===== src/rtl/uart_rx_byte.sv =====
// uart_rx_byte: 16x-oversampled UART receiver with single-entry holding register; optional even parity via UART_RX_PARITY_EN
module uart_rx_byte #(
  parameter int CLK_HZ = 50_000_000,
  parameter int BAUD = 19200,
  parameter int DBITS = 8
) (
  input  logic             clk,
  input  logic             reset,
  input  logic             rx,
  input  logic             rd,
  output logic [DBITS-1:0] dout,
  output logic             rx_valid,
  output logic             frame_err,
  output logic             overrun,
  output logic             parity_err,
  output logic             busy
);
  localparam int DIV = CLK_HZ / (BAUD * 16);
  localparam int CW = DIV > 1 ? $clog2(DIV) : 1;
  localparam int BW = $clog2(DBITS);
  typedef enum logic [2:0] {IDLE, START, DATA, PARITY, STOP} state_t;
  state_t state, state_n;
  logic s1, rxs, rxp;
  logic [CW-1:0] cnt;
  logic tick, fall;
  logic [3:0] sc, sc_n;
  logic [BW-1:0] bc, bc_n;
  logic [DBITS-1:0] shift, shift_n;
  logic stop_s, stop_s_n, done, done_n, load;
`ifdef UART_RX_PARITY_EN
  logic par_s, par_s_n, perr;
`endif
  assign tick = cnt == CW'(DIV - 1);
  assign fall = rxp && !rxs;
  assign busy = state != IDLE;
  assign load = done && (!rx_valid || rd);
  // two-flop synchroniser plus one delayed copy for falling-edge detection
  always_ff @(posedge clk)
    if (reset) {s1, rxs, rxp} <= 3'b111;
    else {s1, rxs, rxp} <= {rx, s1, rxs};
  // oversample tick divider, re-phased on start-bit detection so samples land mid-bit
  always_ff @(posedge clk)
    if (reset || (state == IDLE && fall) || tick) cnt <= '0;
    else cnt <= cnt + 1'b1;
  // frame FSM state and datapath registers
  always_ff @(posedge clk)
    if (reset) begin
      state <= IDLE;
      sc <= '0;
      bc <= '0;
      shift <= '0;
      stop_s <= 1'b0;
      done <= 1'b0;
`ifdef UART_RX_PARITY_EN
      par_s <= 1'b0;
`endif
    end else begin
      state <= state_n;
      sc <= sc_n;
      bc <= bc_n;
      shift <= shift_n;
      stop_s <= stop_s_n;
      done <= done_n;
`ifdef UART_RX_PARITY_EN
      par_s <= par_s_n;
`endif
    end
  // next-state: START samples on its 8th tick, later bits every 16 ticks (sc wraps 15->0)
  always_comb begin
    state_n = state;
    sc_n = sc;
    bc_n = bc;
    shift_n = shift;
    stop_s_n = stop_s;
    done_n = 1'b0;
`ifdef UART_RX_PARITY_EN
    par_s_n = par_s;
`endif
    case (state)
      IDLE: begin
        sc_n = '0;
        state_n = fall ? START : IDLE;
      end
      START:
        if (tick) begin
          sc_n = sc == 4'd7 ? 4'd0 : sc + 4'd1;
          bc_n = '0;
          if (sc == 4'd7) state_n = rxs ? IDLE : DATA;
        end
      DATA:
        if (tick) begin
          sc_n = sc + 4'd1;
          if (sc == 4'd15) begin
            shift_n = {rxs, shift[DBITS-1:1]};
            bc_n = bc + 1'b1;
`ifdef UART_RX_PARITY_EN
            if (bc == BW'(DBITS - 1)) state_n = PARITY;
`else
            if (bc == BW'(DBITS - 1)) state_n = STOP;
`endif
          end
        end
`ifdef UART_RX_PARITY_EN
      PARITY:
        if (tick) begin
          sc_n = sc + 4'd1;
          if (sc == 4'd15) begin
            par_s_n = rxs;
            state_n = STOP;
          end
        end
`endif
      STOP:
        if (tick) begin
          sc_n = sc + 4'd1;
          if (sc == 4'd15) begin
            stop_s_n = rxs;
            done_n = 1'b1;
            state_n = IDLE;
          end
        end
      default: state_n = IDLE;
    endcase
  end
  // holding register: load on completion if empty or being read, else drop and flag overrun
  always_ff @(posedge clk)
    if (reset) begin
      dout <= '0;
      rx_valid <= 1'b0;
      frame_err <= 1'b0;
      overrun <= 1'b0;
    end else if (load) begin
      dout <= shift;
      rx_valid <= 1'b1;
      frame_err <= !stop_s;
      overrun <= overrun && !rd;
    end else if (done) begin
      overrun <= 1'b1;
    end else if (rd && rx_valid) begin
      rx_valid <= 1'b0;
      overrun <= 1'b0;
    end
`ifdef UART_RX_PARITY_EN
  // parity status travels with the byte in dout
  always_ff @(posedge clk)
    if (reset) perr <= 1'b0;
    else if (load) perr <= (^shift) ^ par_s;
  assign parity_err = perr;
`else
  assign parity_err = 1'b0;
`endif
endmodule


===== config.mk =====
export PLATFORM = sky130hd
export DESIGN_NAME = uart_rx_byte
export DESIGN_NICKNAME = d
export VERILOG_FILES = /design/src/rtl/uart_rx_byte.sv
export SDC_FILE = /design/constraint.sdc
export NUM_CORES = 1
export LEC_CHECK = 0
export CORE_ASPECT_RATIO = 1.2
export CORE_MARGIN = 3
export CORE_UTILIZATION = 34
export DETAILED_ROUTE_END_ITERATION = 7
export HOLD_SLACK_MARGIN = 0.05
export SYNTH_ARGS = -nofsm -noshare
export SYNTH_HDL_FRONTEND = slang
export SYNTH_SLANG_ARGS = --single-unit
export TNS_END_PERCENT = 5

===== constraint.sdc =====
create_clock -name clk -period 2.35 [get_ports clk]
set_clock_uncertainty 0.1 [all_clocks]
set_input_delay 0.235 -clock clk [delete_from_list [all_inputs] [get_ports clk]]
set_output_delay 0.235 -clock clk [all_outputs]
set_load 0.02 [all_outputs]

==> results by group, run 1 <==
Timing
  – RSZ-0062 raised after global routing: false
  – Setup ws final: slightly below 0.2 ns
  – Count of final hold-check violations: 0
  – Fin crit period: 2.152 ns
  – Final setup viols: 0
  – Worst hold slack: 0.3169 ns
  – Final Max Tran Viols: 0
  – Max Freq: ~460 MHz
  – Final setup TNS: 0 ns
  – Ratio of final minimum period to clock period: 0.9159

Placement
  – Final GP Congestion: approximately 0.76
  – Dpl ws: between 0.3 and 0.4 ns
  – HPWL after detailed placement: 2.345 mm
  – Placed Instance Area: approximately 2000 um^2
  – Buffers on Ports: 15

Synth
  – YS warnings: 0
  – Post-synthesis cell area: between 1500 and 2000 um^2
  – Share of the synthesized area in the top cell type: 0.4603
  – Synthesized flop and latch total: 42
  – Syn Inst Count: 199
  – Seq/Total Area, Yosys: 0.4603
  – Synth cell types: 37
  – Most area-hungry cell type in the Yosys netlist: dfxtp_1
  – Syn nets: about 210
  – Top post-synthesis cells by area: dfxtp_1 46%, mux2i_1 10%, nor2_1 8.6%
  – Syn Area/Cell: a little over 9 um^2

Worst setup path
  – Reg2reg start: cnt[0]
  – R2R setup slack: 0.34 ns
  – Critical path origin: state[2]
  – Max FO, Critical Path: 15
  – Worst Path Required: between 2 and 2.5 ns
  – CP Launch Type: flip-flop
  – Critical Path Sink: busy
  – Arrival time at the worst endpoint: between 1.5 and 2 ns
  – Kind of critical path: reg2out
  – Worst R2R End: sc[2]
  – Crit. End Element: primary output
  – R2R cell count: 6

Routing
  – Post-DRT Antenna Nets: 0
  – Wire length on met3: between 70 and 80 um
  – M1 WL: roughly 1.5 mm
  – 1st-pass router iterations: 4
  – DRC Markers: 0
  – Vias per cell: 4.877
  – WL per Instance: 11.75 um
  – DRT iter0 DRCs: 31
  – Highest metal used: met4
  – Vias: 1346
  – Met2 wire len: roughly 1.6 mm
  – WL final: 3.243 mm

Pwr
  – Pwr/cell area: between 500 and 600 nW/um^2
  – Maximum vdd drop: between 0.3 and 0.4 mV
  – P_leak: 0.9100 nW

Clocking
  – Max Root-Sink Buffers: 2
  – Root Buffer: clkbuf_8
  – CTS tree: yes
  – Worst-path clk slew: ~0.08 ns
  – CTS Hold Bufs: 0
  – Post-CTS setup buffers: 0
  – Cts repair resizes: 0
  – # clock sinks: 42
  – Worst skew pair latency: 0.30 ns
  – Cts bufs inserted: 5
  – # H-tree levels: 2

Finish
  – Most frequent cells in the layout: 42 x nor2_1, 42 x dfxtp_1, 19 x mux2i_1, 15 x clkdlybuf4s50_1, 12 x nand2_1
  – Syn-to-layout area delta: 14.79%
  – Share of layout cells above drive strength 1: 0.1065
  – Register area: between 800 and 900 um^2
  – Multi-input gate area: approximately 900 um^2
  – Fin util: 0.4157
  – Diodes inserted: 0
  – Filler Cells Inserted: between 500 and 600
  – # nets final: ~220
  – Design area: roughly 2100 um^2

Floorplanning
  – IO Count: 17
  – Die height: ~86 um
  – Starting Density: 0.3621
  – # rows: 28
  – Core area: about 5000 um^2
  – Die area: around 6300 um^2
  – Die X: 72.91 um

Worst hold path
  – Worst Hold Class: reg2reg

Global route
  – Total gr overflow: 0
  – First-pass GRT wire length: ~5.7 mm
  – Initial antenna violation count: 0
  – GRT Total Usage: 0.1162
  – Largest net degree at the start of global routing: 20
  – Vias in the first global route: roughly 1300

Run
  – Max-cap violation count: 0

Status
  – Status: complete, no violations
## cells in the mapped netlist
cell	instances
nand2b_1	2
dfxtp_1	42
and3_1	3
o2111a_1	1
a211oi_2	1
a31oi_1	1
xnor2_1	4
or2_2	5
nor2b_1	3
and2_1	1
inv_1	3
mux2i_1	19
nor3_1	3
clkbuf_4	1
clkbuf_1	3
conb_1	1
o221a_2	1
nand3b_1	3
or4b_1	1
a211o_2	1
nand2_1	12
o221ai_1	1
and3_2	1
buf_4	3
nand3_2	1
a211o_1	1
nor2_1	42
nand3_1	8
ha_1	5
and4bb_2	1
o21ai_0	5
nand4_1	1
or3_1	2
xor2_1	4
a22oi_1	1
buf_6	3
a21oi_1	9
## cells by family (layout without fill, tap and decap cells)
kind of cell / count (synthesis) / count (layout) / share of synthesized area
other: 1 / 1 / 0.002053
adder cells (fa/ha/maj): 5 / 5 / 0.03425
AND/OR/NAND/NOR: 89 / 89 / 0.2336
multiplexers: 19 / 19 / 0.1041
XOR/XNOR: 8 / 8 / 0.03835
buffers and inverters: 13 / 30 / 0.04726
AO/OA/AOI/OAI: 22 / 22 / 0.08014
flip-flops: 42 / 42 / 0.4603
## flip-flops by register name (all words and copies together) (netlist names)
name       count
stop_s         1
state          3
sc             4
rx_valid       1
s1             1
rxp            1
cnt            8
overrun        1
frame_err      1
done           1
rxs            1
dout           8
shift          8
bc             3
## layer usage
| metal | track usage | vias up |
|---|---|---|
| li1 | - | 704 |
| met1 | 0.1353 | 621 |
| met2 | 0.1905 | 16 |
| met3 | 0.03480 | 5 |
| met4 | 0.06040 | 0 |
| met5 | 0 | - |
## layout make-up
class                      count  share of cell area
clock buffer                   5             0.03282
clock inverter                 3             0.01014
inverter                       3            0.005370
multi-input combinational    144              0.4290
sequential                    42              0.4010
tap                           60             0.03580
timing repair buffer          19             0.08592
## worst max-delay path, stage by stage (launching register included)
cell             delay (ns)
dfxtp_1                0.46
nor3_1                 0.43
inv_1                  0.08
clkdlybuf4s50_1        0.54
## worst min-delay path by stage
| stage | cells after the start | slack, ns | from | to |
|---|---|---|---|---|
| 2_1_floorplan | 1 | 0.24 | rx | s1 |
| 3_3_place_gp | 1 | 0.29 | s1 | rxs |
| 3_5_place_dp | 1 | 0.30 | s1 | rxs |
| 4_1_cts | 1 | 0.32 | s1 | rxs |
| 5_1_grt | 1 | 0.34 | s1 | rxs |
| 6_report | 1 | 0.32 | s1 | rxs |
## metrics by stage
stage	power (W)	cells
floorplan	0.0007781	199
global placement	0.0007895	268
detailed placement	0.0007906	268
CTS	0.001255	276
global route	0.001293	276
finish	0.001234	276
## where the power goes
group	switching, W	internal (W)	leakage (nW)
Clock	0.000253	0.000208	0.0441
Combinational	0.0000268	0.0000202	0.526
Sequential	0.00000717	0.000718	0.339
Note: power is estimated with default switching activity, not from simulation.
==> inputs of run 2 (changes only) <==
--- a/config.mk
+++ b/config.mk
@@ -8,6 +8,7 @@
 export CORE_ASPECT_RATIO = 1.2
 export CORE_MARGIN = 3
 export CORE_UTILIZATION = 34
+export CTS_BUF_LIST = sky130_fd_sc_hd__clkbuf_4 sky130_fd_sc_hd__clkbuf_8 sky130_fd_sc_hd__clkbuf_16
 export DETAILED_ROUTE_END_ITERATION = 7
 export HOLD_SLACK_MARGIN = 0.05
 export SYNTH_ARGS = -nofsm -noshare
==> results of run 2 <==
No change in the layout: final DEF, timing and power equal those of run 1.
